[src/rtl/mul4x4_arbiter.sv]
// Round-robin scheduler sharing one sequential mul4x4 between NREQ requesters.
// Optional WAIT-state timeout with ERR reporting is enabled by defining MUL_TIMEOUT_EN.
module mul4x4_arbiter #(
    parameter int unsigned NREQ    = 4,
    parameter int unsigned TIMEOUT = 15
) (
    input  logic                CLK,
    input  logic                RST,
    input  logic [NREQ-1:0]     REQ,
    input  logic [4*NREQ-1:0]   A_IN,
    input  logic [4*NREQ-1:0]   B_IN,
    output logic [NREQ-1:0]     ACK,
    output logic [7:0]          Y_OUT,
    output logic                ERR,
    output logic                BUSY,
    output logic                MUL_START,
    output logic [3:0]          MUL_A,
    output logic [3:0]          MUL_B,
    input  logic                MUL_DONE,
    input  logic [7:0]          MUL_Y
);

    localparam int unsigned IW = (NREQ > 1) ? $clog2(NREQ) : 1;

    if (NREQ < 2 || NREQ > 8 || TIMEOUT < 1) begin : g_param_check
        $error("mul4x4_arbiter: NREQ must be 2..8 and TIMEOUT at least 1");
    end

    typedef enum logic [1:0] {
        S_IDLE  = 2'd0,
        S_ISSUE = 2'd1,
        S_WAIT  = 2'd2,
        S_RESP  = 2'd3
    } state_t;

    state_t          r_state;
    state_t          w_next;
    logic [IW-1:0]   r_idx;
    logic [IW-1:0]   r_last;
    logic [IW-1:0]   w_pick;
    logic            w_found;
    logic            w_latch;
    logic            w_capture;
    logic            w_expire;
    logic            w_tmo;

    function automatic logic [IW-1:0] rr_slot(input logic [IW-1:0] base, input int unsigned k);
        return IW'((32'(base) + k) % NREQ);
    endfunction

    // First requesting slot after the last grant, wrapping modulo NREQ; the
    // descending scan lets the nearest slot overwrite the farther ones.
    always_comb begin
        w_pick  = '0;
        w_found = 1'b0;
        for (int unsigned k = NREQ; k >= 1; k--) begin
            if (REQ[rr_slot(r_last, k)]) begin
                w_pick  = rr_slot(r_last, k);
                w_found = 1'b1;
            end
        end
    end

`ifdef MUL_TIMEOUT_EN
    localparam int unsigned CW = $clog2(TIMEOUT + 1);

    logic [CW-1:0] r_cnt;

    // WAIT-cycle counter; expiry fires on the edge where the count reaches TIMEOUT.
    always_ff @(posedge CLK) begin
        if (!RST) begin
            r_cnt <= '0;
        end else if (r_state == S_ISSUE) begin
            r_cnt <= '0;
        end else if (r_state == S_WAIT) begin
            r_cnt <= r_cnt + CW'(1);
        end
    end

    assign w_tmo = (r_state == S_WAIT) && (r_cnt == CW'(TIMEOUT - 1));
`else
    assign w_tmo = 1'b0;
`endif

    always_ff @(posedge CLK) begin
        if (!RST) begin
            r_state <= S_IDLE;
        end else begin
            r_state <= w_next;
        end
    end

    always_comb begin
        w_next    = r_state;
        w_latch   = 1'b0;
        w_capture = 1'b0;
        w_expire  = 1'b0;
        case (r_state)
            S_IDLE: begin
                if (w_found) begin
                    w_next  = S_ISSUE;
                    w_latch = 1'b1;
                end
            end
            S_ISSUE: w_next = S_WAIT;
            S_WAIT: begin
                // A DONE arriving in the expiry cycle still wins.
                if (MUL_DONE) begin
                    w_next    = S_RESP;
                    w_capture = 1'b1;
                end else if (w_tmo) begin
                    w_next   = S_RESP;
                    w_expire = 1'b1;
                end
            end
            S_RESP:  w_next = S_IDLE;
            default: w_next = S_IDLE;
        endcase
    end

    // Outputs are registered from the next state so they line up with it.
    always_ff @(posedge CLK) begin
        if (!RST) begin
            ACK       <= '0;
            Y_OUT     <= '0;
            ERR       <= 1'b0;
            BUSY      <= 1'b0;
            MUL_START <= 1'b0;
            MUL_A     <= '0;
            MUL_B     <= '0;
            r_idx     <= '0;
            r_last    <= IW'(NREQ - 1);
        end else begin
            BUSY      <= (w_next != S_IDLE);
            MUL_START <= (w_next == S_ISSUE);
            ACK       <= (w_next == S_RESP) ? (NREQ'(1) << r_idx) : '0;
            ERR       <= w_expire;
            if (w_latch) begin
                r_idx <= w_pick;
                MUL_A <= A_IN[{w_pick, 2'b00} +: 4];
                MUL_B <= B_IN[{w_pick, 2'b00} +: 4];
            end
            if (w_capture) begin
                Y_OUT <= MUL_Y;
            end else if (w_expire) begin
                Y_OUT <= '0;
            end
            if (r_state == S_RESP) begin
                r_last <= r_idx;
            end
        end
    end

endmodule

[config.mk]
export PLATFORM = sky130hd
export DESIGN_NAME = mul4x4_arbiter
export DESIGN_NICKNAME = d
export VERILOG_FILES = /design/src/rtl/mul4x4_arbiter.sv
export SDC_FILE = /design/constraint.sdc
export NUM_CORES = 1
export LEC_CHECK = 0
export ABC_AREA = 1
export BUFFER_PORTS_ARGS = -buffer_cell sky130_fd_sc_hd__buf_2
export CAP_MARGIN = 10
export CORE_ASPECT_RATIO = 1.25
export CORE_UTILIZATION = 42
export DETAILED_ROUTE_END_ITERATION = 8
export PLACE_DENSITY = 0.88
export SLEW_MARGIN = 5
export SYNTH_ARGS = -nofsm -noshare
export SYNTH_HDL_FRONTEND = slang
export SYNTH_SLANG_ARGS = --single-unit
[constraint.sdc]
create_clock -name CLK -period 1.5 [get_ports CLK]
set_clock_uncertainty 0.1 [all_clocks]
set_input_delay 0.3 -clock CLK [delete_from_list [all_inputs] [get_ports CLK]]
set_output_delay 0.3 -clock CLK [all_outputs]
set_load 0.05 [all_outputs]
; Word level (Yosys, flattened, before mapping)
; Cells that the tools add are included.
[op_classes]
muxes = 24
add_sub_neg = 4
reduce_logical = 3
shift = 3
order_cmp = 4
n_eq_ne = 5
[ops]
columns = cell, count
row1 = $shiftx 16x5->4, 2
row2 = $lt 2x3->1 const B, 4
row3 = $mux 1, 12
row4 = $mux 2, 6
row5 = $bmux 1 s2, 4
row6 = $mux 8, 1
row7 = $pmux 2 s4, 1
row8 = $eq 2x2->1 const B, 3
row9 = $add 2x1->2 const B, 2
row10 = $add 2x2->2 const B, 2
row11 = $eq 2x1->1 const B, 2
row12 = $shl 1x2->4 const A, 1
row13 = $logic_not 2->1, 1
row14 = $reduce_and 2->1, 1
row15 = $reduce_bool 2->1, 1
[totals]
inputBits = 47
register_bits = 28

; Longest topological paths before layout
; Gate-level depths: netlist of run 1.
[depth]
depth_word = 11
mapped_depth = 16
depth_no_buf = 14

; Worst setup path after synthesis of run 1
; Ideal clock, no wire load.
[synth_timing]
path_kind = reg-to-reg
from = reg r_last[0]
to = reg MUL_A[0]
stages_incl_launch_ff = 15
path_slack_ns = -0.152
setup_time_ns = 0.117
t_arrival_ns = 1.435
cell_sequence = dfxtp_1 buf_6 inv_6 nand2_2 nand2_1 and2_4 nor2_4 nand3_4 nand2_4 buf_6 nand2_1 nand3_1 nand2_1 nand2_1 nand2_1
[synth_via]
elab_chain_len = 9
word_cells_on_any_way = 23
[synth_lines]
columns = element, line
row1 = "start, declared", 39  ; logic [IW-1:0] r_last;
row2 = "start signal, assigned", 132  ; r_last <= IW'(NREQ - 1);
row3 = "start signal, assigned", 149  ; r_last <= r_idx;
row4 = "parallel branches: the longest is 9 deep, another holds $add 2x1->2", --
row5 = "end signal, assigned", 140  ; MUL_A <= A_IN[{w_pick, 2'b00} +: 4];
row6 = "end, declared", 17  ; output logic [3:0] MUL_A,
; Parallel ways; which one is timed is not known. The select of a mux whose other input is x is not followed.
; A chain may end at the register's enable or synchronous reset.

; Worst setup path in the final report of run 1
[layout_timing]
from = reg r_last[0]
to = reg MUL_B[3]
[layout_via]
elab_chain_len = 9
word_cells_on_any_way = 23
[layout_lines]
columns = element, line
row1 = "parallel branches: the longest is 9 deep, another holds $add 2x1->2", --
row2 = "end signal, assigned", 141  ; MUL_B <= B_IN[{w_pick, 2'b00} +: 4];
row3 = "end, declared", 18  ; output logic [3:0] MUL_B,
; Parallel ways; which one is timed is not known. The select of a mux whose other input is x is not followed.

==> results of run 1 <==
-- cells by family (layout without fill, tap and decap cells) --
| family | count (synthesis) | after routing | share of synthesized area, % |
|---|---|---|---|
| and+or+nand+nor | 142 | 143 | 42.6 |
| AOI/OAI and AO/OA | 24 | 24 | 8.96 |
| other | 1 | 1 | 0.244 |
| buffers and inverters | 39 | 124 | 11.2 |
| DFF | 28 | 28 | 36.5 |
| xor gates and xnor gates | 1 | 1 | 0.570 |
-- registers in the layout, summed over array words and instances (netlist names) --
signal	flops
MUL_B	4
MUL_A	4
ACK	4
r_last	2
BUSY	1
MUL_START	1
r_idx	2
r_state	2
Y_OUT	8
-- worst min-delay path: stages --
cell,delay [ns]
buf_2,0.07
nor2_1,0.03
nor2_1,0.08
-- per-layer routing --
metal | GRT usage (%) | vias to the layer above | routed length [microns] | part of all wire (%)
li1 | - | 901 | - | -
met1 | 23.2 | 817 | 1640 | 37
met2 | 41.4 | 54 | 2480 | 57
met3 | 2.05 | 6 | 187 | 4.3
met4 | 5.15 | 0 | 81 | 1.8
met5 | 0 | - | 0 | 0
-- cells in the final DEF, fill, tap and decap left out, types with 3 or more instances in the layout --
cell,Yosys,final
nand2_2,7,16
buf_6,2,5
nand2_1,65,48
or2_1,3,3
o211ai_1,4,4
nand3_1,22,16
buf_4,1,13
dfxtp_1,28,26
inv_1,25,25
clkbuf_8,0,3
nand3_2,0,6
buf_2,1,68
nand2_8,0,3
inv_2,4,3
a21oi_1,6,6
nand2_4,2,8
nor2_1,33,32
o21ai_0,11,10
nand3b_1,4,4
-- timing repair --
item,CTS,global route
cloned,1,1
endpoints found under the setup margin,10,10
pin swaps,3,6
resized for setup,12,36
hold buffers,0,0
setup buffers,2,0
-- final cells by class --
cell class	count	share of cell area, %
Timing Repair Buffer	88	23.2
Tap cell	39	2.10
Clock buffer	3	1.78
Sequential cell	28	24.4
Multi-Input combinational cell	169	41.6
Inverter	32	5.59
Clock inverter	1	1.29
-- how the worst min path moves through the flow --
stage	to	slack (ns)	cells after the start
after floorplan	ACK[0]	0.31	1
after global placement	ACK[0]	0.32	1
after detailed placement	ACK[0]	0.33	1
after CTS	Y_OUT[1]	0.14	3
after global routing	MUL_A[3]	0.15	3
final	Y_OUT[1]	0.15	3
-- power breakdown --
group,switching (mW),total [mW],internal [mW],leakage (nW)
Combinational,1.44,2.20,0.765,1.04
Clock,0.221,0.578,0.357,0.0357
Sequential,0.110,1.04,0.929,0.230
-- stage by stage --
stage | setup TNS, ns | hold slack, ns
after floorplan | -1.11 | 0.314
after global placement | -2.25 | 0.323
after detailed placement | -2.56 | 0.333
after CTS | -2.17 | 0.142
after global routing | -4.05 | 0.150
final | -2.93 | 0.149
==> results.tsv, run 1 <==
stage	metric	value	unit
drt	remaining_drc_errors	0	
synth	synthTopCellsByCount	65 x nand2_1, 33 x nor2_1, 28 x dfxtp_1, 25 x inv_1, 22 x nand3_1	
placement	hpwl	2.96	mm
worst_hold_path	min_path_type	primary input to flop	
setup_path	reg2regPathDepth	14	
placement	gp_congestion	0.840	
setup_path	max_stage_delay	0.37	ns
placement	io_buffers	68	
status	outcome	finished with violations	
clock_tree	htreeDepth	1	
setup_path	ff2ff_setup_slack	-0.36	ns
setup_path	criticalPathCategory	flop to flop	
drt	wire_per_inst	12.2	microns
drt	firstDrtPassIters	4	
floorplan	initial_core_util	44.1	%
final_layout	fin_nets	369	
clock_tree	cts_buffer_depth	2	
setup_path	cp.required	1.58	ns
floorplan	chipWidth	56.1	microns
drt	vias_per_cell	4.94	
setup_path	r2r-start	r_last[0]	
floorplan	core_region_area	3480	sq um
power_and_ir_drop	ir_drop	0.00108	V
drt	routed_wl	4.39	mm
setup_path	critical-path-slowest-cell	dfxtp_4	
final_layout	drive_gt1_share	43.6	%
setup_path	critPathCapture	MUL_B[3]	
synth	synth_edf_count	0	
final_layout	fill_cells	301	
setup_path	arrival	1.93	ns
clock_tree	cts_tree	built	
placement	post-place-ws	-0.308	ns
sta	finalSetupViolCount	10	
floorplan	rows	24	
setup_path	crit_path_end_kind	flop	
clock_tree	cts_made_buffers	3	
setup_path	crit_path_start	r_last[0]	
final_layout	design_area	2330	sq um
setup_path	start_kind	flop	
synth	synth_area_leaders	dfxtp_1 36%, nand2_1 16%, nor2_1 8.1%	
status	violations	setup timing	
floorplan	die_area	3910	sq um
setup_path	path_max_fanout	8	
final_layout	seq_area	568	sq um
floorplan	ios	70	
drt	drt-initial-drc-count	46	
sta	fin_ws	-0.357	ns
global_routing	grt.total_usage	20.9	%
setup_path	crit_chain	buf_12, inv_8, nand2_2, nand2_4, nand2_2, nand2_2, nand2_4, nand3_4, buf_6, nand3_1, nand3_1, nand3_1, nand2_1, inv_1	
sta	fmax	538	MHz
clock_tree	cts_sinks	28	
floorplan	die_h	69.6	microns
synth	ys.flop_type	dfxtp_1	
setup_path	worst-path-buf-inv	4	
synth	async_flop_share	0	%
synth	syn_nets	282	
sta	final_max_slew_viol_count	0	
flow_run	cap_violations	0	
global_routing	grt_pass1_wl	6.74	mm
drt	routed-via-count	1778	
synth	synth_area	1540	sq um
clock_tree	insertion_delay	0.27	ns
final_layout	stdcell_count	360	
sta	rsz0062_at_grt	yes	
synth	yosys.area.top_type	dfxtp_1	
final_layout	final_util	66.8	%
synth	synth_warnings	0	
synth	synth_most_common_cell	nand2_1	
setup_path	worst-path-stages	14	
synth	synth_top_area_share	36.5	%
synth	synth_cells	235	
power_and_ir_drop	powerDensity	1640	nW/um^2
global_routing	antenna_found_initial	0	
clock_tree	clk_pin_slew	0.09	ns
final_layout	antennaDiodeCount	0	
placement	place_inst	352	
setup_path	crit_family	simple AND/OR/NAND/NOR gates	
final_layout	multi_input_area	968	sq um
global_routing	first_global_vias	1694	
global_routing	grt_overflow	0	
sta	hold_viol_final	0	
clock_tree	cts_root_buf	clkbuf_8	
placement	dpl-instance-area	2020	sq um
drt	ant_nets	0	
synth	syn_avg_cell_area	6.54	sq um
setup_path	r2r_end	MUL_B[3]	
power_and_ir_drop	finalPower	3.82	mW
sta	fin_crit_sh	124	%
global_routing	grt_max_degree	17	
synth	ys_types	29	
synth	synth-seq-cells	28	
final_layout	areaGrowthSynthToFinish	51.4	%
synth	ys_seq_area_share	36.5	%
power_and_ir_drop	leakagePower	1.30	nW
worst_hold_path	hp-start	MUL_Y[1]	
sta	period_needed	1.86	ns
No activity file was read; power rests on OpenSTA's default activity.
==> run 2, diff against run 1 <==
--- a/config.mk
+++ b/config.mk
@@ -8,10 +8,13 @@
 export ABC_AREA = 1
 export BUFFER_PORTS_ARGS = -buffer_cell sky130_fd_sc_hd__buf_2
 export CAP_MARGIN = 10
+export CELL_PAD_IN_SITES_DETAIL_PLACEMENT = 1
+export CELL_PAD_IN_SITES_GLOBAL_PLACEMENT = 2
 export CORE_ASPECT_RATIO = 1.25
-export CORE_UTILIZATION = 42
+export CORE_UTILIZATION = 21
 export DETAILED_ROUTE_END_ITERATION = 8
-export PLACE_DENSITY = 0.88
+export PLACE_DENSITY = 0.87
+export SKIP_CTS_REPAIR_TIMING = 1
 export SLEW_MARGIN = 5
 export SYNTH_ARGS = -nofsm -noshare
 export SYNTH_HDL_FRONTEND = slang
==> results.tsv, run 2 (same netlist as run 1, synthesis figures left out) <==
stage	metric	value	unit	change
status	outcome	finished with violations		
status	violations	setup timing		
final_layout	fin_nets	371		+0.54%
power_and_ir_drop	powerDensity	1610	nW/um^2	-2.0%
final_layout	final_cell_mix	68 x buf_2, 56 x nand2_1, 33 x nor2_1, 26 x dfxtp_1, 25 x inv_1		
sta	rsz0062_at_grt	yes		
sta	final_max_slew_viol_count	0		unchanged
floorplan	rows	34		+42%
final_layout	drive_gt1_share	41.2	%	-2.4 points
final_layout	areaGrowthSynthToFinish	48.5	%	
global_routing	grt_overflow	0		unchanged
final_layout	fill_cells	913		+200%
final_layout	largest_reg_flops	8		unchanged
drt	drt-initial-drc-count	48		+4.3%
floorplan	initial_core_util	21.9	%	-22 points
floorplan	die_area	7660	sq um	+96%
placement	hpwl	3.79	mm	+28%
placement	io_buffers	68		unchanged
placement	post-place-ws	-0.302	ns	+0.00591 ns
power_and_ir_drop	combPwrFrac	55.2	%	-2.4 points
final_layout	antennaDiodeCount	0		unchanged
drt	remaining_drc_errors	0		unchanged
floorplan	ios	70		unchanged
final_layout	seq_area	566	sq um	-0.44%
power_and_ir_drop	p_int	1.99	mW	-3.2%
clock_tree	cts_root_buf	clkbuf_8		
power_and_ir_drop	leakagePower	1.27	nW	-2.3%
floorplan	die_h	97.6	microns	+40%
worst_hold_path	min_path_type	primary input to flop		
drt	vias_per_cell	4.16		-16%
setup_path	start_kind	flop		
setup_path	ff2ff_setup_slack	-0.31	ns	+0.05 ns
clock_tree	cts_sinks	28		unchanged
global_routing	first_global_vias	1787		+5.5%
clock_tree	cts_made_buffers	3		unchanged
power_and_ir_drop	switching_share	45.9	%	-0.36 points
sta	fin_crit_sh	120	%	-3.4 points
worst_hold_path	holdPathStages	3		unchanged
setup_path	criticalPathCategory	flop to flop		
sta	fin_ws	-0.307	ns	+0.0505 ns
global_routing	antenna_found_initial	0		unchanged
setup_path	crit_family	simple AND/OR/NAND/NOR gates		
setup_path	reg2regPathDepth	11		-3
final_layout	largest-register	Y_OUT		
setup_path	r2r-start	r_last[0]		
clock_tree	clk_pin_slew	0.10	ns	about the same
global_routing	grt_pass1_wl	7.87	mm	+17%
setup_path	worst-path-buf-inv	3		-1
final_layout	multi_input_area	880	sq um	-9.2%
global_routing	grt_max_degree	17		unchanged
sta	fmax	554	MHz	+2.8%
setup_path	crit_chain	buf_12, o21ai_2, buf_4, nor2_1, nand2_1, nand2_2, buf_4, nor2_4, nand2_1, a21oi_1, nor2_1		
final_layout	stdcell_count	413		+15%
setup_path	arrival	1.89	ns	-0.04 ns
placement	gp_congestion	0.814		-3.1%
sta	finalSetupViolCount	12		+2
power_and_ir_drop	clkPwrFrac	16.4	%	+1.3 points
setup_path	cp.required	1.58	ns	about the same
floorplan	core_region_area	7020	sq um	+100%
power_and_ir_drop	seqPwrFrac	28.4	%	+1.2 points
power_and_ir_drop	p_switching	1.69	mW	-4.6%
drt	routed_wl	4.63	mm	+5.5%
drt	firstDrtPassIters	4		unchanged
floorplan	chipWidth	78.5	microns	+40%
drt	wire_per_inst	11.2	microns	-8.0%
power_and_ir_drop	ir_drop	0.000641	V	-41%
global_routing	grt.total_usage	12.6	%	-8.3 points
sta	hold_viol_final	0		unchanged
setup_path	max_stage_delay	0.35	ns	-0.02 ns
clock_tree	cts_buffer_depth	2		unchanged
clock_tree	cts_tree	built		
flow_run	cap_violations	0		unchanged
clock_tree	htreeDepth	1		unchanged
setup_path	r2r_end	MUL_B[0]		
worst_hold_path	hold_end	Y_OUT[2]		
final_layout	layout_commonest_cell	buf_2		
setup_path	crit_path_end_kind	flop		
setup_path	path_max_fanout	7		-1
clock_tree	insertion_delay	0.27	ns	about the same
worst_hold_path	hp-start	MUL_Y[2]		
placement	place_inst	408		+16%
sta	period_needed	1.81	ns	-0.0505 ns
drt	ant_nets	0		unchanged
setup_path	critical-path-slowest-cell	dfxtp_2		
drt	routed-via-count	1717		-3.4%
run 2: power by group through the flow:
stage               Sequential, mW  Clock [mW]  Combinational, mW
floorplan                     1.52           0              0.856
global placement              1.05           0               1.91
detailed placement            1.06           0               1.94
CTS                           1.04       0.626               1.95
global route                  1.07       0.653               2.23
finish                        1.04       0.602               2.03
run 2: area by class of cell:
type | instances | share of cell area (%)
inverter | 32 | 5.59
timing repair buffer | 91 | 23.0
tap | 90 | 4.93
multi-input combinational | 168 | 38.5
clock inverter | 1 | 1.32
sequential | 28 | 24.8
clock buffer | 3 | 1.81
run 2: stage by stage:
step / power (mW) / instance area (sq um) / utilization [%] / hold WS, ns / setup TNS, ns
global placement: 2.96 / 2120 / 30.2 / 0.332 / -2.15
detailed placement: 3.00 / 2120 / 30.2 / 0.334 / -2.78
floorplan: 2.38 / 1540 / - / 0.314 / -1.11
finish: 3.67 / 2280 / 32.5 / 0.139 / -2.69
CTS: 3.62 / 2190 / 31.3 / 0.137 / -3.04
global route: 3.95 / 2280 / 32.5 / 0.148 / -4.30
run 2: metal layers:
| metal | track usage [%] | vias to the layer above | share of wire (%) |
|---|---|---|---|
| met5 | 0 | - | 0 |
| met4 | 2.99 | 0 | 0.58 |
| met2 | 23.2 | 36 | 54 |
| met3 | 1.60 | 2 | 2.7 |
| met1 | 15.1 | 781 | 43 |
| li1 | - | 898 | - |
run 2: worst max path at each step:
| stage | endpoint | startpoint | cells past startpoint |
|---|---|---|---|
| finish | MUL_B[0] | r_last[0] | 11 |
| global route | MUL_A[3] | r_last[0] | 13 |
| CTS | MUL_B[0] | r_last[0] | 14 |
| detailed placement | MUL_A[3] | r_last[0] | 14 |
| global placement | MUL_B[0] | r_last[0] | 15 |
| floorplan | MUL_A[0] | r_last[0] | 16 |
run 2: worst reg2reg max path, stage by stage, from the launching register on:
cell     delay (ns)
dfxtp_2        0.35
buf_12         0.13
o21ai_2        0.20
buf_4          0.14
nor2_1         0.03
nand2_1        0.07
nand2_2        0.06
buf_4          0.15
nor2_4         0.21
nand2_1        0.09
a21oi_1        0.12
nor2_1         0.05
